$ cat src/rtl/mem_arbiter_if.sv
// Core-side and memory-side bus bundle of the shared data-memory arbiter.
interface mem_arbiter_if #(
    parameter int unsigned NUM_CORES  = 4,
    parameter int unsigned ADDR_WIDTH = 16,
    parameter int unsigned DATA_WIDTH = 12
);
    logic [NUM_CORES-1:0]            req;
    logic [NUM_CORES-1:0]            we;
    logic [NUM_CORES*ADDR_WIDTH-1:0] addr;
    logic [NUM_CORES*DATA_WIDTH-1:0] wdata;
    logic [NUM_CORES-1:0]            lock;
    logic [NUM_CORES-1:0]            gnt;
    logic [NUM_CORES-1:0]            rvalid;
    logic [DATA_WIDTH-1:0]           rdata;
    logic                            mem_en;
    logic                            mem_we;
    logic [ADDR_WIDTH-1:0]           mem_addr;
    logic [DATA_WIDTH-1:0]           mem_wdata;
    logic [DATA_WIDTH-1:0]           mem_rdata;

    modport slave (
        input  req, we, addr, wdata, lock, mem_rdata,
        output gnt, rvalid, rdata, mem_en, mem_we, mem_addr, mem_wdata
    );

    modport master (
        output req, we, addr, wdata, lock, mem_rdata,
        input  gnt, rvalid, rdata, mem_en, mem_we, mem_addr, mem_wdata
    );
endinterface

$ cat src/rtl/mem_arbiter.sv
// Round-robin arbiter sharing one fixed-latency data-memory port among NUM_CORES cores.
// Define ARB_LOCK_EN to let a granted core hold the bus for up to MAX_LOCK accesses.
module mem_arbiter #(
    parameter int unsigned NUM_CORES  = 4,
    parameter int unsigned ADDR_WIDTH = 16,
    parameter int unsigned DATA_WIDTH = 12,
    parameter int unsigned MEM_LAT    = 2,
    parameter int unsigned MAX_LOCK   = 8
) (
    input  logic          clk,
    input  logic          rst,
    mem_arbiter_if.slave  bus
);
    localparam int unsigned IDX_W = $clog2(NUM_CORES);
    localparam int unsigned LAT_W = (MEM_LAT > 1) ? $clog2(MEM_LAT) : 1;

    typedef enum logic [1:0] {IDLE = 2'd0, ACCESS = 2'd1, WAIT = 2'd2} state_t;

    state_t                 r_state, w_state_n;
    logic [IDX_W-1:0]       r_rr_ptr, w_rr_ptr_n;
    logic [IDX_W-1:0]       r_winner, w_winner_n;
    logic [IDX_W-1:0]       w_win, w_idx, w_win_next;
    logic                   w_found;
    logic [NUM_CORES-1:0]   w_cand;
    logic [LAT_W-1:0]       r_lat, w_lat_n;
    logic [NUM_CORES-1:0]   r_gnt, w_gnt_n, r_rvalid, w_rvalid_n;
    logic [DATA_WIDTH-1:0]  r_rdata, w_rdata_n, r_mem_wdata, w_mem_wdata_n;
    logic                   r_mem_en, w_mem_en_n, r_mem_we, w_mem_we_n;
    logic [ADDR_WIDTH-1:0]  r_mem_addr, w_mem_addr_n;

`ifdef ARB_LOCK_EN
    localparam int unsigned LOCK_W = $clog2(MAX_LOCK + 1);
    logic              r_locked, w_locked_n, w_locked;
    logic [LOCK_W-1:0] r_lock_cnt, w_lock_cnt_n;

    // Locked: only the last winner may be granted, re-armed on its write or its rvalid cycle.
    assign w_locked = (r_state == IDLE) && bus.lock[r_winner] &&
                      (r_locked || ((|r_rvalid) && (r_lock_cnt < LOCK_W'(MAX_LOCK))));
    assign w_cand   = w_locked ? (bus.req & (NUM_CORES'(1) << r_winner)) : bus.req;
`else
    logic w_unused_lock;
    assign w_unused_lock = ^{bus.lock, 32'(MAX_LOCK)};
    assign w_cand        = bus.req;
`endif

    // First requesting core at or after rr_ptr, wrapping.
    always_comb begin
        w_found = 1'b0;
        w_win   = '0;
        w_idx   = '0;
        for (int unsigned k = 0; k < NUM_CORES; k++) begin
            w_idx = IDX_W'((32'(r_rr_ptr) + k) % NUM_CORES);
            if (!w_found && w_cand[w_idx]) begin
                w_found = 1'b1;
                w_win   = w_idx;
            end
        end
    end

    assign w_win_next = (32'(w_win) == NUM_CORES - 1) ? '0 : w_win + 1'b1;

    always_comb begin
        w_state_n     = r_state;
        w_rr_ptr_n    = r_rr_ptr;
        w_winner_n    = r_winner;
        w_lat_n       = r_lat;
        w_gnt_n       = '0;
        w_rvalid_n    = '0;
        w_rdata_n     = r_rdata;
        w_mem_en_n    = 1'b0;
        w_mem_we_n    = 1'b0;
        w_mem_addr_n  = r_mem_addr;
        w_mem_wdata_n = r_mem_wdata;
`ifdef ARB_LOCK_EN
        w_locked_n    = r_locked;
        w_lock_cnt_n  = r_lock_cnt;
`endif
        case (r_state)
            IDLE: begin
`ifdef ARB_LOCK_EN
                w_locked_n = w_locked;
`endif
                if (w_found) begin
                    w_winner_n    = w_win;
                    w_gnt_n       = NUM_CORES'(1) << w_win;
                    w_mem_en_n    = 1'b1;
                    w_mem_we_n    = bus.we[w_win];
                    w_mem_addr_n  = bus.addr[w_win*ADDR_WIDTH +: ADDR_WIDTH];
                    w_mem_wdata_n = bus.wdata[w_win*DATA_WIDTH +: DATA_WIDTH];
                    w_rr_ptr_n    = w_win_next;
                    w_state_n     = ACCESS;
`ifdef ARB_LOCK_EN
                    w_lock_cnt_n  = w_locked ? r_lock_cnt + 1'b1 : LOCK_W'(1);
`endif
                end
            end
            ACCESS: begin
                if (r_mem_we) begin
                    w_state_n  = IDLE;
`ifdef ARB_LOCK_EN
                    w_locked_n = bus.lock[r_winner] && (r_lock_cnt < LOCK_W'(MAX_LOCK));
`endif
                end else begin
                    w_lat_n    = LAT_W'(MEM_LAT - 1);
                    w_state_n  = WAIT;
`ifdef ARB_LOCK_EN
                    w_locked_n = 1'b0;
`endif
                end
            end
            WAIT: begin
                if (r_lat == '0) begin
                    w_rdata_n  = bus.mem_rdata;
                    w_rvalid_n = NUM_CORES'(1) << r_winner;
                    w_state_n  = IDLE;
                end else begin
                    w_lat_n = r_lat - 1'b1;
                end
            end
            default: w_state_n = IDLE;
        endcase
    end

    always_ff @(posedge clk) begin
        if (rst) begin
            r_state     <= IDLE;
            r_rr_ptr    <= '0;
            r_winner    <= '0;
            r_lat       <= '0;
            r_gnt       <= '0;
            r_rvalid    <= '0;
            r_rdata     <= '0;
            r_mem_en    <= 1'b0;
            r_mem_we    <= 1'b0;
            r_mem_addr  <= '0;
            r_mem_wdata <= '0;
`ifdef ARB_LOCK_EN
            r_locked    <= 1'b0;
            r_lock_cnt  <= '0;
`endif
        end else begin
            r_state     <= w_state_n;
            r_rr_ptr    <= w_rr_ptr_n;
            r_winner    <= w_winner_n;
            r_lat       <= w_lat_n;
            r_gnt       <= w_gnt_n;
            r_rvalid    <= w_rvalid_n;
            r_rdata     <= w_rdata_n;
            r_mem_en    <= w_mem_en_n;
            r_mem_we    <= w_mem_we_n;
            r_mem_addr  <= w_mem_addr_n;
            r_mem_wdata <= w_mem_wdata_n;
`ifdef ARB_LOCK_EN
            r_locked    <= w_locked_n;
            r_lock_cnt  <= w_lock_cnt_n;
`endif
        end
    end

    assign bus.gnt       = r_gnt;
    assign bus.rvalid    = r_rvalid;
    assign bus.rdata     = r_rdata;
    assign bus.mem_en    = r_mem_en;
    assign bus.mem_we    = r_mem_we;
    assign bus.mem_addr  = r_mem_addr;
    assign bus.mem_wdata = r_mem_wdata;
endmodule

$ cat src/flat_wrapper.sv
// flat-port wrapper written by rule: the top's interface ports become plain ports
module mem_arbiter_flat 
#(
    parameter int unsigned NUM_CORES  = 4,
    parameter int unsigned ADDR_WIDTH = 16,
    parameter int unsigned DATA_WIDTH = 12,
    parameter int unsigned MEM_LAT    = 2,
    parameter int unsigned MAX_LOCK   = 8
)
  (clk, rst, bus_req, bus_we, bus_addr, bus_wdata, bus_lock, bus_mem_rdata, bus_gnt, bus_rvalid, bus_rdata, bus_mem_en, bus_mem_we, bus_mem_addr, bus_mem_wdata);
  mem_arbiter_if #(.NUM_CORES(NUM_CORES), .ADDR_WIDTH(ADDR_WIDTH), .DATA_WIDTH(DATA_WIDTH)) bus_i ();
  input  logic clk;
  input  logic rst;
  input wire logic [$bits(bus_i.req)-1:0] bus_req;
  input wire logic [$bits(bus_i.we)-1:0] bus_we;
  input wire logic [$bits(bus_i.addr)-1:0] bus_addr;
  input wire logic [$bits(bus_i.wdata)-1:0] bus_wdata;
  input wire logic [$bits(bus_i.lock)-1:0] bus_lock;
  input wire logic [$bits(bus_i.mem_rdata)-1:0] bus_mem_rdata;
  output wire logic [$bits(bus_i.gnt)-1:0] bus_gnt;
  output wire logic [$bits(bus_i.rvalid)-1:0] bus_rvalid;
  output wire logic [$bits(bus_i.rdata)-1:0] bus_rdata;
  output wire logic [$bits(bus_i.mem_en)-1:0] bus_mem_en;
  output wire logic [$bits(bus_i.mem_we)-1:0] bus_mem_we;
  output wire logic [$bits(bus_i.mem_addr)-1:0] bus_mem_addr;
  output wire logic [$bits(bus_i.mem_wdata)-1:0] bus_mem_wdata;
  assign bus_i.req = bus_req;
  assign bus_i.we = bus_we;
  assign bus_i.addr = bus_addr;
  assign bus_i.wdata = bus_wdata;
  assign bus_i.lock = bus_lock;
  assign bus_i.mem_rdata = bus_mem_rdata;
  assign bus_gnt = bus_i.gnt;
  assign bus_rvalid = bus_i.rvalid;
  assign bus_rdata = bus_i.rdata;
  assign bus_mem_en = bus_i.mem_en;
  assign bus_mem_we = bus_i.mem_we;
  assign bus_mem_addr = bus_i.mem_addr;
  assign bus_mem_wdata = bus_i.mem_wdata;
  mem_arbiter #(.NUM_CORES(NUM_CORES), .ADDR_WIDTH(ADDR_WIDTH), .DATA_WIDTH(DATA_WIDTH), .MEM_LAT(MEM_LAT), .MAX_LOCK(MAX_LOCK)) u_core (.clk(clk), .rst(rst), .bus(bus_i));
endmodule
$ cat config.mk
export PLATFORM = sky130hd
export DESIGN_NAME = mem_arbiter_flat
export DESIGN_NICKNAME = d
export VERILOG_FILES = /design/src/rtl/mem_arbiter_if.sv /design/src/rtl/mem_arbiter.sv /design/src/flat_wrapper.sv
export SDC_FILE = /design/constraint.sdc
export NUM_CORES = 1
export LEC_CHECK = 0
export BUFFER_PORTS_ARGS = -buffer_cell sky130_fd_sc_hd__buf_4
export CELL_PAD_IN_SITES_DETAIL_PLACEMENT = 0
export CELL_PAD_IN_SITES_GLOBAL_PLACEMENT = 2
export CORE_MARGIN = 3
export CORE_UTILIZATION = 24
export DETAILED_ROUTE_END_ITERATION = 7
export PLACE_DENSITY_LB_ADDON = 0.15
export SYNTH_ARGS = -nofsm -noshare
export SYNTH_HDL_FRONTEND = slang
export SYNTH_SLANG_ARGS = --single-unit
$ cat constraint.sdc
create_clock -name clk -period 5 [get_ports clk]
set_input_delay 0.75 -clock clk [delete_from_list [all_inputs] [get_ports clk]]
set_output_delay 0.75 -clock clk [all_outputs]
set_load 0.1 [all_outputs]
# Word level (Yosys, flattened, before mapping)
# Cells that the tools add are included.
totals:
  reg_bits: 57
  wordCells: 78
  inputBits: 138
  output_inout_bits: 50
classes:
  multipliers: 1
  n_bitwise: 4
  add_sub_neg: 5
  reduce_logical: 15
  magnitude_cmp: 5
  n_mux: 27
  eq_ne: 6
  shift: 4
op_table:
  columns: ["cell", "n"]
  rows:
  - ["64-bit by 7-bit variable part select with 16-bit output", 1]
  - ["48-bit by 7-bit variable part select with 12-bit output", 1]
  - ["2-bit 2-to-1 mux", 8]
  - ["2-bit by 3-bit less-than comparator with 1-bit output (second input constant)", 5]
  - ["1-bit 2-to-1 mux", 12]
  - ["1-bit binary-select mux with 2-bit select", 5]
  - ["2-bit AND reduction", 4]
  - ["1-bit by 2-bit << shifter with 4-bit output (first input constant)", 2]
  - ["2-bit case mux with 3 select lines", 1]
  - ["3-bit OR reduction", 2]
  - ["2-bit by 1-bit adder with 2-bit output (second input constant)", 2]
  - ["2-bit adder (second input constant)", 2]
  - ["2-bit == test (second input constant)", 2]
  - ["2-bit by 2-bit multiplier with 4-bit output (second input constant)", 1]
  - ["2-bit inequality test (second input constant)", 2]
  - ["1-bit NOT", 4]
  - ["1-bit logical AND", 3]
  - ["1-bit logical NOT", 3]
  - ["2-bit by 1-bit == test with 1-bit output (second input constant)", 1]
  - ["2-bit logical NOT", 1]
  - ["2-bit by 1-bit inequality test with 1-bit output (second input constant)", 1]
  - ["1-bit case mux with 2 select lines", 1]
  - ["2-bit nonzero test", 1]
  - ["2-bit OR reduction", 1]
  - ["1-bit subtractor (second input constant)", 1]

# Logic depth before layout (Yosys ltp)
logic_depth:
  word_depth: 14
  depth_mapped: 7
  ltp_nobuf: 5

# Worst setup path after synthesis
# OpenSTA, ideal clock, no wires.
synth_path:
  kind: "input to register"
  startpoint: "input bus_req[2]"
  endpoint: "register u_core.r_mem_addr[0] (netlist: u_core.bus.mem_addr[0])"
  setup_time_ps: 129
  stages: 7
  required_ps: 4871
  path_slack_ps: 2964
  arrival_time_ps: 1906
  path_buffers: 2
  path_cell_list: "nor2b_2 a211o_1 and2_1 buf_6 buf_8 mux2i_1 o211ai_2"
synth_between:
  elab_chain_len: 13
  elab_cells_between_ends: 24
  classes_between: "shift (1); mux (16); reduce/logical (7)"
synth_lines:
  columns: ["item", "line_no", "text"]
  rows:
  - ["start: declaration", "flat_wrapper.sv:14", "input wire logic [$bits(bus_i.req)-1:0] bus_req;"]
  - ["1-bit binary-select mux with 2-bit select", "mem_arbiter.sv:53", "if (!w_found && w_cand[w_idx]) begin"]
  - ["1-bit 2-to-1 mux (not written as such)", "mem_arbiter.sv:53", null]
  - ["1-bit 2-to-1 mux", "mem_arbiter.sv:53", null]
  - ["1-bit logical NOT", "mem_arbiter.sv:53", null]
  - ["1-bit logical AND", "mem_arbiter.sv:53", null]
  - ["1-bit 2-to-1 mux", "mem_arbiter.sv:53", null]
  - ["1-bit logical NOT", "mem_arbiter.sv:53", null]
  - ["1-bit logical AND", "mem_arbiter.sv:53", null]
  - ["1-bit 2-to-1 mux", "mem_arbiter.sv:53", null]
  - ["1-bit logical NOT", "mem_arbiter.sv:53", null]
  - ["1-bit logical AND", "mem_arbiter.sv:53", null]
  - ["2-bit 2-to-1 mux or 1-bit 2-to-1 mux (tied branches)", "mem_arbiter.sv:53", null]
  - ["64-bit by 7-bit variable part select with 16-bit output or 2-bit AND reduction (tied branches)", null, null]
  - ["end signal: assignment", "mem_arbiter.sv:151", "r_mem_addr <= w_mem_addr_n;"]
  - ["end: declaration", "mem_arbiter.sv:29", "logic [ADDR_WIDTH-1:0] r_mem_addr, w_mem_addr_n;"]
# Parallel ways exist; a longest one is shown, timed or not. The select of a mux whose other input is x is not followed.
# A chain may end at the register's enable or synchronous reset.

# Worst setup path after layout
layout_path:
  startpoint: "input bus_req[1]"
  endpoint: "register u_core.r_mem_addr[15] (netlist: u_core.bus.mem_addr[15])"
# Same word-level chain as after synthesis.

==> run summary <==
Status -> finished clean
Clock Power Share -> 31.6%
Cells after synthesis -> 335
DRT Pass-1 Iters -> 4
Initial Util -> 25.2%
Max Buffers Root-to-Sink -> 2
H-tree Lvls -> 3
Area post-placement -> 4380 um^2
Final Cell Area -> 4710 um^2
Initial antenna violation count -> 0
Worst Path Required -> 5190 ps
Setup-failing EPs final -> 0
Fin Setup TNS -> 0 ps
Post-synthesis sequential area ratio -> 38.9%
Critical path endpoint category -> register
Worst relative slew slack -> 16.2%
Post-synth EDFFs -> 0
DP HPWL -> 7.12 mm
Non-filler cells, final -> 658
Gp weighted congestion -> 0.724
Clock-pin slew on the worst setup and hold paths -> 60 ps
Post-CTS sizing -> 0
Final worst-path cycle share -> 55.2%
Number of distinct library cells after synthesis -> 40
CTS Sinks -> 57
Routed WL -> 9.79 mm
Ports -> 188
Congestion Overflow GR -> 0
P_sw -> 891 uW
Area of the multi-input gates -> 1640 um^2
Standby leakage power -> 2.22 nW
Routed Antenna Nets -> 0
Worst vdd rail ir drop -> 0.150 mV
# hold bufs at CTS -> 0
Final core occ -> 40.4%
Register area -> 1140 um^2
Vert. Die Dim -> 117 um
Area contributors post-synth -> dfxtp_1 39%, mux2i_1 13%, nand2_1 7.9%
Crit Path Class -> in2reg
Worst Path Max Fanout -> 40
Max_cap viols -> 0
Overall die width -> 117 um
Async SR Flop Fraction -> 0%
Dpl cells -> 642
Drt initial violations -> 76
First-pass GRT wire length -> 14.9 mm
Pwr/cell area -> 447 nW/um^2
Max-slew violations -> 0
Main flop type after synthesis -> dfxtp_1
Switch share -> 42.3%
Commonest cells post-synth -> 62 x nand2_1, 57 x dfxtp_1, 37 x mux2i_1
Std-Cell Rows -> 39
Fillers -> 1200
CTS root buffer -> clkbuf_16
Post-Syn Nets -> 473
Wire per inst -> 14.9 um
Vias in the first global route -> 3011
Final net count -> 648
CP startpoint kind -> input port
RSZ-0062 raised after global routing -> no
Register share of total power -> 26.5%
FMAX -> 362 MHz
P_int -> 1.22 mW
Area grow syn2layout -> 60.4%
GRT Util Overall -> 14.0%
Synthesized cell area -> 2940 um^2
Power share of the combinational group -> 41.9%
Syn Area/Cell -> 8.77 um^2
Layout cells sized above 1 -> 43.3%
Hold Vio Cnt, Final -> 0
I/O Buffers -> 183
Diode count -> 0
Worst Tran Pin Value -> 1260 ps
Largest net degree at the start of global routing -> 41
Cts bufs inserted -> 9
Yosys warnings -> 0
Minimum clock period -> 2760 ps
Synth top area share -> 38.9%
Area leader, netlist -> dfxtp_1
Synth Register Bits -> 57
Die ar. -> 13600 um^2
Total number of vias -> 3033
Post-CTS setup buffer count -> 0
Skew final -> 5.76 ps
Avg Vias per Cell -> 4.61
Hold/Removal Path Class -> reg2reg
CTS tree -> yes
Clock Latency Late Sink -> 320 ps
Detailed-route DRC error count -> 0
Critical path arrival -> 2950 ps
Most numerous cell in the Yosys netlist -> nand2_1
Core Region -> 11700 um^2
==> state kept, by name, summed over array words and instances, names as in the netlist <==
signal,count
u_core.bus.gnt,4
u_core.bus.mem_addr,16
u_core.bus.mem_en,1
u_core.bus.mem_wdata,12
u_core.bus.mem_we,1
u_core.bus.rdata,12
u_core.bus.rvalid,4
u_core.r_lat,1
u_core.r_rr_ptr,2
u_core.r_state,2
u_core.r_winner,2
==> per-layer routing <==
layer	GRT usage, %	wire length, um
met1	15.8	3950
met5	0	0
met4	3.67	65
met2	25.2	5070
met3	4.66	706
==> power groups by stage <==
| stage | clock (mW) | sequential (mW) | combinational [mW] |
|---|---|---|---|
| final | 0.665 | 0.558 | 0.883 |
| after global routing | 0.705 | 0.567 | 0.937 |
| after CTS | 0.689 | 0.559 | 0.896 |
| after detailed placement | 0 | 0.568 | 0.895 |
| after global placement | 0 | 0.567 | 0.890 |
| after floorplan | 0 | 0.974 | 0.261 |
==> worst max-delay path, stage by stage <==
cell,delay [ps]
buf_4,130
nor2b_2,200
a211o_1,160
buf_4,320
and2_1,580
buf_4,400
mux2i_1,310
o211ai_2,90
==> cells in the final DEF, fill, tap and decap left out, drive strengths merged, types with 9 or more instances in the layout <==
cell    count
buf       187
nand2      66
dfxtp      57
mux2i      37
o21ai      22
and3       20
a21boi     19
o211ai     19
a21oi      17
nor2       16
o221ai      9
clkbuf      9
==> path summary, 6_finish.rpt <==
check                       startpoint                      end  slack (ps)  cells after the start
hold / removal    u_core.bus.rdata[10]     u_core.bus.rdata[10]         460                      2
hold reg to reg   u_core.bus.rdata[10]     u_core.bus.rdata[10]         460                      2
setup reg to reg    u_core.r_rr_ptr[0]  u_core.bus.mem_addr[15]        2440                      7
setup / recovery            bus_req[1]  u_core.bus.mem_addr[15]        2240                      8
==> kinds of logic after synthesis <==
family / synth area share (%)
and+or+nand+nor: 21.4
AOI/OAI and AO/OA: 21.8
DFF: 38.9
muxes: 12.6
buffers and inverters: 5.33
==> final cells by class <==
cell class                      instances  share of cell area (%)
Inverter                                4                   0.319
Multi-Input combinational cell        251                    34.9
Sequential cell                        57                    24.2
Clock buffer                            9                    4.78
Tap cell                              143                    3.80
Timing Repair Buffer                  187                    29.8
Clock inverter                          7                    2.18
==> metrics by stage <==
step | hold slack [ps] | worst slack (ps) | total power [mW]
2_1_floorplan | 426 | 2960 | 1.23
3_3_place_gp | 443 | 1910 | 1.46
3_5_place_dp | 445 | 1890 | 1.46
4_1_cts | 456 | 2240 | 2.14
5_1_grt | 484 | 2090 | 2.21
6_report | 455 | 2240 | 2.11
Note: power is estimated with default switching activity, not from simulation.
